==> src/rtl/axi4_ring_writer_ctrl.sv <==
// AXI4 ring-buffer writer: FIFOs a sample stream and issues fixed INCR bursts into a DDR ring.
// Ports: aclk/areset (async high), enable/base_addr/buf_len run config, s_* sample stream,
// m_axi_aw*/w*/b* AXI4 write master, wr_ptr (byte offset after last burst), error.
// Optional macro BRESP_CHECK_EN: non-OKAY bresp sets sticky error and halts new bursts.
module axi4_ring_writer_ctrl #(
    parameter int DATA_WIDTH = 32,
    parameter int ADDR_WIDTH = 32,
    parameter int BURST_LEN  = 16,
    parameter int FIFO_DEPTH = 64
) (
    input  logic                    aclk,
    input  logic                    areset,
    input  logic                    enable,
    input  logic [ADDR_WIDTH-1:0]   base_addr,
    input  logic [ADDR_WIDTH-1:0]   buf_len,
    input  logic [DATA_WIDTH-1:0]   s_tdata,
    input  logic                    s_tvalid,
    output logic                    s_tready,
    output logic [ADDR_WIDTH-1:0]   m_axi_awaddr,
    output logic [7:0]              m_axi_awlen,
    output logic [2:0]              m_axi_awsize,
    output logic [1:0]              m_axi_awburst,
    output logic                    m_axi_awvalid,
    input  logic                    m_axi_awready,
    output logic [DATA_WIDTH-1:0]   m_axi_wdata,
    output logic [DATA_WIDTH/8-1:0] m_axi_wstrb,
    output logic                    m_axi_wlast,
    output logic                    m_axi_wvalid,
    input  logic                    m_axi_wready,
    input  logic [1:0]              m_axi_bresp,
    input  logic                    m_axi_bvalid,
    output logic                    m_axi_bready,
    output logic [ADDR_WIDTH-1:0]   wr_ptr,
    output logic                    error
);

    localparam int BB = BURST_LEN * DATA_WIDTH / 8;
    localparam int PW = $clog2(FIFO_DEPTH);
    localparam int CW = PW + 1;

    typedef enum logic [1:0] {IDLE, ADDR, DATA, RESP} state_t;

    state_t                  state_q, state_d;
    logic [DATA_WIDTH-1:0]   mem_q [FIFO_DEPTH];
    logic [PW-1:0]           rd_idx_q, wr_idx_q;
    logic [CW-1:0]           count_q;
    logic                    push, pop;
    logic                    en_arm_q, latch, go, halt;
    logic [ADDR_WIDTH-1:0]   base_q, len_q;
    logic [ADDR_WIDTH-1:0]   offset_q, offset_d, next_off;
    logic [ADDR_WIDTH-1:0]   wr_ptr_q, wr_ptr_d;
    logic [7:0]              beat_q, beat_d;

`ifdef BRESP_CHECK_EN
    logic err_q, err_d;
    // one flag serves as both the sticky error and the burst halt
    assign halt  = err_q;
    assign error = err_q;
`else
    logic unused_bresp;
    assign unused_bresp = &{1'b0, m_axi_bresp};
    assign halt  = 1'b0;
    assign error = 1'b0;
`endif

    assign push = s_tvalid && s_tready;
    assign pop  = m_axi_wvalid && m_axi_wready;

    // en_arm_q marks that the current enable-high period has already latched config
    assign latch = (state_q == IDLE) && enable && !en_arm_q;
    assign go    = (state_q == IDLE) && enable && en_arm_q
                   && (count_q >= CW'(BURST_LEN)) && !halt;

    assign next_off = offset_q + ADDR_WIDTH'(BB);

    assign s_tready      = !areset && (count_q != CW'(FIFO_DEPTH));
    assign m_axi_awaddr  = base_q + offset_q;
    assign m_axi_awlen   = 8'(BURST_LEN - 1);
    assign m_axi_awsize  = 3'($clog2(DATA_WIDTH / 8));
    assign m_axi_awburst = 2'b01;
    assign m_axi_wdata   = mem_q[rd_idx_q];
    assign m_axi_wstrb   = '1;
    assign m_axi_wlast   = (state_q == DATA) && (beat_q == 8'(BURST_LEN - 1));
    assign wr_ptr        = wr_ptr_q;

    always_comb begin
        state_d       = state_q;
        offset_d      = offset_q;
        wr_ptr_d      = wr_ptr_q;
        beat_d        = beat_q;
`ifdef BRESP_CHECK_EN
        err_d         = err_q;
`endif
        m_axi_awvalid = 1'b0;
        m_axi_wvalid  = 1'b0;
        m_axi_bready  = 1'b0;
        if (latch) begin
            offset_d = '0;
            wr_ptr_d = '0;
        end
        unique case (state_q)
            IDLE: begin
                if (go) state_d = ADDR;
            end
            ADDR: begin
                m_axi_awvalid = 1'b1;
                if (m_axi_awready) begin
                    state_d = DATA;
                    beat_d  = '0;
                end
            end
            DATA: begin
                m_axi_wvalid = 1'b1;
                if (m_axi_wready) begin
                    beat_d = beat_q + 8'd1;
                    if (m_axi_wlast) state_d = RESP;
                end
            end
            RESP: begin
                m_axi_bready = 1'b1;
                if (m_axi_bvalid) begin
                    state_d = IDLE;
`ifdef BRESP_CHECK_EN
                    if (m_axi_bresp != 2'b00) begin
                        err_d = 1'b1;
                    end else begin
                        offset_d = (next_off == len_q) ? '0 : next_off;
                        wr_ptr_d = (next_off == len_q) ? '0 : next_off;
                    end
`else
                    offset_d = (next_off == len_q) ? '0 : next_off;
                    wr_ptr_d = (next_off == len_q) ? '0 : next_off;
`endif
                end
            end
            default: state_d = IDLE;
        endcase
    end

    always_ff @(posedge aclk or posedge areset) begin
        if (areset) begin
            state_q  <= IDLE;
            offset_q <= '0;
            wr_ptr_q <= '0;
            beat_q   <= '0;
            base_q   <= '0;
            len_q    <= '0;
            en_arm_q <= 1'b0;
            rd_idx_q <= '0;
            wr_idx_q <= '0;
            count_q  <= '0;
`ifdef BRESP_CHECK_EN
            err_q    <= 1'b0;
`endif
        end else begin
            state_q  <= state_d;
            offset_q <= offset_d;
            wr_ptr_q <= wr_ptr_d;
            beat_q   <= beat_d;
`ifdef BRESP_CHECK_EN
            err_q    <= err_d;
`endif
            if (!enable) en_arm_q <= 1'b0;
            else if (latch) en_arm_q <= 1'b1;
            if (latch) begin
                base_q <= base_addr;
                len_q  <= buf_len;
            end
            if (push) wr_idx_q <= wr_idx_q + 1'b1;
            if (pop)  rd_idx_q <= rd_idx_q + 1'b1;
            count_q <= count_q + CW'(push) - CW'(pop);
        end
    end

    always_ff @(posedge aclk) begin
        if (push) mem_q[wr_idx_q] <= s_tdata;
    end

endmodule

==> config.mk <==
export PLATFORM = sky130hd
export DESIGN_NAME = axi4_ring_writer_ctrl
export DESIGN_NICKNAME = d
export VERILOG_FILES = /design/src/rtl/axi4_ring_writer_ctrl.sv
export SDC_FILE = /design/constraint.sdc
export NUM_CORES = 2
export LEC_CHECK = 0
export ABC_AREA = 1
export BUFFER_PORTS_ARGS = -buffer_cell sky130_fd_sc_hd__buf_2
export CORE_ASPECT_RATIO = 0.6
export CORE_UTILIZATION = 40
export CTS_BUF_LIST = sky130_fd_sc_hd__clkbuf_4 sky130_fd_sc_hd__clkbuf_8
export DETAILED_ROUTE_END_ITERATION = 7
export PLACE_DENSITY = 0.66
export SKIP_CTS_REPAIR_TIMING = 1
export SYNTH_ARGS = -nofsm -noshare
export SYNTH_HDL_FRONTEND = slang
export SYNTH_SLANG_ARGS = --single-unit
export TNS_END_PERCENT = 10
==> constraint.sdc <==
create_clock -name aclk -period 4.4 [get_ports aclk]
set_input_delay 0 -clock aclk [delete_from_list [all_inputs] [get_ports aclk]]
set_output_delay 0 -clock aclk [all_outputs]
set_load 0.03 [all_outputs]
# --- Word-level counts from Yosys, hierarchy flattened ---
# Memory sizes are Yosys's and may differ from the RTL's.
# Index checks and enable logic that the tools add are counted.
word_totals:
  register_bits: 158
  ram_bits: 2048
  in_bits: 105
  out_inout_bits: 119
  elab_cells: 68
  memories: 1
memory_table:
  columns: ["name", "words", "width", "read_ports", "rd_ports_with_merged_regs", "wr", "line", "text"]
  rows:
  - ["mem_q", 64, 32, 1, 0, 1, "44", "logic [DATA_WIDTH-1:0] mem_q [FIFO_DEPTH];"]
classes:
  n_addsub: 7
  magnitude_cmp: 1
  n_eq_ne: 12
  n_mux: 23
  n_reduce_logical: 14
ops:
  columns: ["op", "n"]
  rows:
  - ["two-way mux 32 bit", 7]
  - ["adder 32 bit", 1]
  - ["adder 32 x 7 -> 32 bit (second input constant)", 1]
  - ["equality test 32 bit", 1]
  - ["two-way mux 8 bit", 2]
  - ["one-hot mux 8 bit (2 select lines)", 1]
  - ["adder 6 x 1 -> 6 bit (second input constant)", 2]
  - ["two-way mux 2 bit", 5]
  - ["!= test 2 bit (second input constant)", 5]
  - ["adder 8 x 1 -> 8 bit (second input constant)", 1]
  - ["equality test 8 x 4 -> 1 bit (second input constant)", 1]
  - ["logical AND 1 bit", 8]
  - ["one-hot mux 2 bit (4 select lines)", 1]
  - ["adder 7 x 1 -> 7 bit", 1]
  - ["greater-or-equal comparator 7 x 5 -> 1 bit (second input constant)", 1]
  - ["two-way mux 1 bit", 7]
  - ["!= test 7 bit (second input constant)", 1]
  - ["subtractor 7 x 1 -> 7 bit", 1]
  - ["AND reduction 5 bit", 1]
  - ["equality test 2 bit (second input constant)", 2]
  - ["AND reduction 3 bit", 1]
  - ["equality test 2 x 1 -> 1 bit (second input constant)", 1]
  - ["zero test 1 bit", 2]
  - ["zero test 2 bit", 1]
  - ["other kinds (2)", 2]

# --- Depth between registers and ports, before layout ---
depth:
  word_depth: 6
  mapped_depth: 19
  mapped_depth_nobuf: 19

# --- Worst setup path before layout ---
# No wires, ideal clock.
synth_timing:
  kind: "input -> register"
  start: "input areset"
  end: "memory mem_q[47][0] (enable)"
  setup_ps: 461
  t_arrival_ps: 6611
  t_required_ps: 3939
  slack_ps: -2672
  path_stages: 7
  path_buffers: 0
  cell_sequence: "inv_1 nand2_1 inv_1 nand2_1 nor3_1 nand2_1 nor3_1"
synth_between:
  elab_chain_cells: 5
synth_rtl:
  columns: ["element", "line", "text"]
  rows:
  - ["from (decl)", "12", "input logic areset,"]
  - ["zero test 1 bit (no source line)", null, null]
  - ["logical AND 1 bit", "76", "assign s_tready = !areset && (count_q != CW'(FIFO_DEPTH));"]
  - ["via s_tready", "18", "output logic s_tready,"]
  - ["logical AND 1 bit", "66", "assign push = s_tvalid && s_tready;"]
  - ["two-way mux 1 bit", "176", "if (push) mem_q[wr_idx_q] <= s_tdata;"]
  - ["two-way mux 1 bit (not written as such)", "176", null]
  - ["to (decl)", "44", null]
# The timed path passes the listed nets, and every way through them passes these cells.

# --- Final worst setup path ---
layout_timing:
  start: "register rd_idx_q[0]"
  end: "output m_axi_wdata[10]"
layout_between:
  elab_chain_cells: 1
layout_rtl:
  columns: ["element", "line", "text"]
  rows:
  - ["from (decl)", "45", "logic [PW-1:0] rd_idx_q, wr_idx_q;"]
  - ["from (signal assigned)", "170", "if (pop) rd_idx_q <= rd_idx_q + 1'b1;"]
  - ["memory (64 x 32 bit)", null, null]
  - ["to (decl)", "25", "output logic [DATA_WIDTH-1:0] m_axi_wdata,"]
# Every way passes these cells.

==> results.cfg <==
[run_status]
outcome = complete, but fails checks
violations = hold timing

[synth]
synthArstFlopShare = 0.0716
synth_top_area_cell = edfxtp_1
syn_avg_cell_area_um2 = 12.7
synth_edf_count = 2048
syn_inst = 6954
ys_ff_latch = 2206
synth_area_um2 = 88600
synth_top_cells_by_count = edfxtp_1 (2048), nor2_1 (1175), o21ai_0 (1076)
synth_top_area_share = 0.694
yosysUniqueCellTypes = 46
synth_ff_type = edfxtp_1
synthTopCellsByArea = edfxtp_1 (69%), o21ai_0 (6.1%), nor2_1 (5.0%), dfrtp_1 (4.5%), nand2_1 (2.6%)
ys_seq_area_frac = 0.739
synth_most_common_cell = edfxtp_1
ys_warn_count = 0

[floorplanning]
die_area_um2 = 223000
core-area_um2 = 219000
start_util = 0.404
rows = 133
dieHeight_um = 367
io_pins = 224
dieWidth_um = 610

[sta]
slew_headroom = 0.157
max_freq_mhz = 240
rsz0062_at_grt = false
finalSetupViolCount = 0
hold_ws_ns = -0.0578
worst_pin_slew_ns = 1.26
finalSetupTns_ns = 0
period_share = 0.947
fin_crit_ns = 4.16
fin_worst_skew_ns = 0.0916
slew_violations = 0
hold_violations = 25

[setup_path]
crit_type = flop to primary output
path_buf_inv = 2
slowest_delay_ns = 0.65
cp-startpoint = rd_idx_q[0]$_DFFE_PP0P_
path_depth = 7
r2r_start = offset_q[6]$_DFF_PP0_
r2r_setup_slack_ns = 0.92
crit_required_ns = 4.40
cp-endpoint = m_axi_wdata[10]
r2r-end = wr_ptr[0]$_DFF_PP0_
reg2reg_depth = 14
cp_max_fo = 178
path_cells = buf_12, o21ai_0, o221ai_1, nand3_1, a31oi_1, a22o_1, buf_2
critPathLaunchType = flop
critical_path.top_delay_family = compound AO/OA/AOI/OAI gates
crit_slowest_cell = dfrtp_4
end_kind = primary output
arrival_ns = 4.16

[routing]
vias_per_cell = 5.85
drt_iter0_drc = 9115
vias = 61600
antenna_left = 0
drc = 0
top_layer_used = met5
wire_per_inst_um = 26.1
routed_wl_um = 275000
met3_length_um = 35400
met2_length_um = 114000
first_pass_iters = 6
wl_met1_um = 117000

[clock_network]
numCtsBuffers = 328
cts.htree.levels = 5
cts_tree = built
insertion_delay_ns = 0.96
clkSinkCount = 2206
clkTransAtPathRegs_ns = 0.06
cts-root-buf = clkbuf_8
cts_buffer_depth = 4

[job]
cap_violations = 0

[cells_and_area]
final_area_um2 = 102000
fin_nets = 7543
area_growth_syn_to_layout_pct = 14.8
fin_cells = 10500
drive_above_1_share = 0.128

[place]
hpwl_um = 155000
place_inst = 9776
gp_congestion = 0.904
port_buffers = 203
dpl_cell_area_um2 = 93700

[hold_path]
min_path_type = primary input to asynchronous set/reset pin

[grt]
overflow = 0
grt_pass1_vias = 56700
grt_max_degree = 179
grt_first_pass_wirelength_um = 391000
antenna_found_initial = 17
grt.total_usage = 0.237

[power]
vdd_ir_drop_max_mv = 0.813
p_leak_nw = 33.8
finalPower_w = 0.0632
powerDensity_nw_per_um2 = 621
-- kinds of logic after synthesis --
family,count (synthesis),synth area share
compound gates,1936,0.126
xor+xnor,54,0.00534
fa+ha+maj,52,0.00751
buf+inv,626,0.0282
flops,2206,0.739
other cells,2,0.0000848
simple gates,2078,0.0937
-- tightest hold or removal path, stage by stage --
cell,delay [ns]
dlygate4sd3_1,0.57
buf_2,0.15
clkinvlp_4,0.08
buf_12,0.57
-- area by class of cell --
class	count	area, um2
antenna	3	7.51
clock buffer	448	5490
clock inverter	121	647
fill	19100	118000
inverter	146	591
multi-input combinational	4138	21200
sequential	2206	65500
tap	2902	3630
timing repair buffer	566	4670
-- metrics by stage --
stage                      util  hold WS [ns]  setup WS, ns
after floorplan               -        0.0989        -0.947
after global placement    0.427         0.202          1.01
after detailed placement  0.427         0.207          1.00
after CTS                 0.455        -0.802      -0.00941
after global routing      0.463        0.0123        0.0496
final                     0.463       -0.0578         0.235
-- worst min-delay path by stage --
stage,from,endpoint,slack [ns],cells after the start
after global routing,areset,count_q[2]$_DFF_PP0_,0.01,4
after detailed placement,base_addr[27],base_q[27]$_DFFE_PP0P_,0.21,3
after CTS,base_addr[5],base_q[5]$_DFFE_PP0P_,-0.80,3
final,areset,en_arm_q$_DFFE_PP0P_,-0.06,4
after global placement,base_addr[5],base_q[5]$_DFFE_PP0P_,0.20,3
after floorplan,s_tdata[0],mem_q[0][0]$_DFFE_PP_,0.1,0
-- state kept, by name (all words and copies together), names as in the netlist --
name      count
en_arm_q      1
len_q        32
mem_q      2048
beat_q        8
offset_q     32
rd_idx_q      6
wr_ptr       32
base_q       32
count_q       7
wr_idx_q      6
state_q       2
-- per-layer routing --
metal	GRT usage	vias up
met5	0	-
met1	0.362	30400
met3	0.0641	565
met4	0.0709	14
met2	0.327	3965
li1	-	26700
-- where the power goes --
group | internal (W) | switching, W
clock | 0.00820 | 0.00795
combinational | 0.00613 | 0.0167
sequential | 0.0237 | 0.000489
total | 0.0381 | 0.0251
-- layout by cell type (no fill, tap or decap), types with 5 or more instances in the layout --
cell type and instances:
a21o_1 5, a21oi_1 141, a22o_1 27, a31oi_1 59, buf_12 38, buf_2 203
buf_4 143, clkbuf_4 108, clkbuf_8 340, clkinv_1 74, clkinv_2 25, clkinvlp_4 14
conb_1 18, dfrtp_1 153, dlygate4sd3_1 182, edfxtp_1 2048, ha_1 50, inv_1 136
nand2_1 608, nand3_1 194, nand3b_1 5, nand4_1 52, nor2_1 1112, nor2_2 6
nor2_4 65, nor3_1 15, o211ai_1 49, o21ai_0 1076, o21ai_1 56, o221ai_1 211
o22ai_1 303, xnor2_1 18, xor2_1 36
Power figures use the tool's default switching activity.
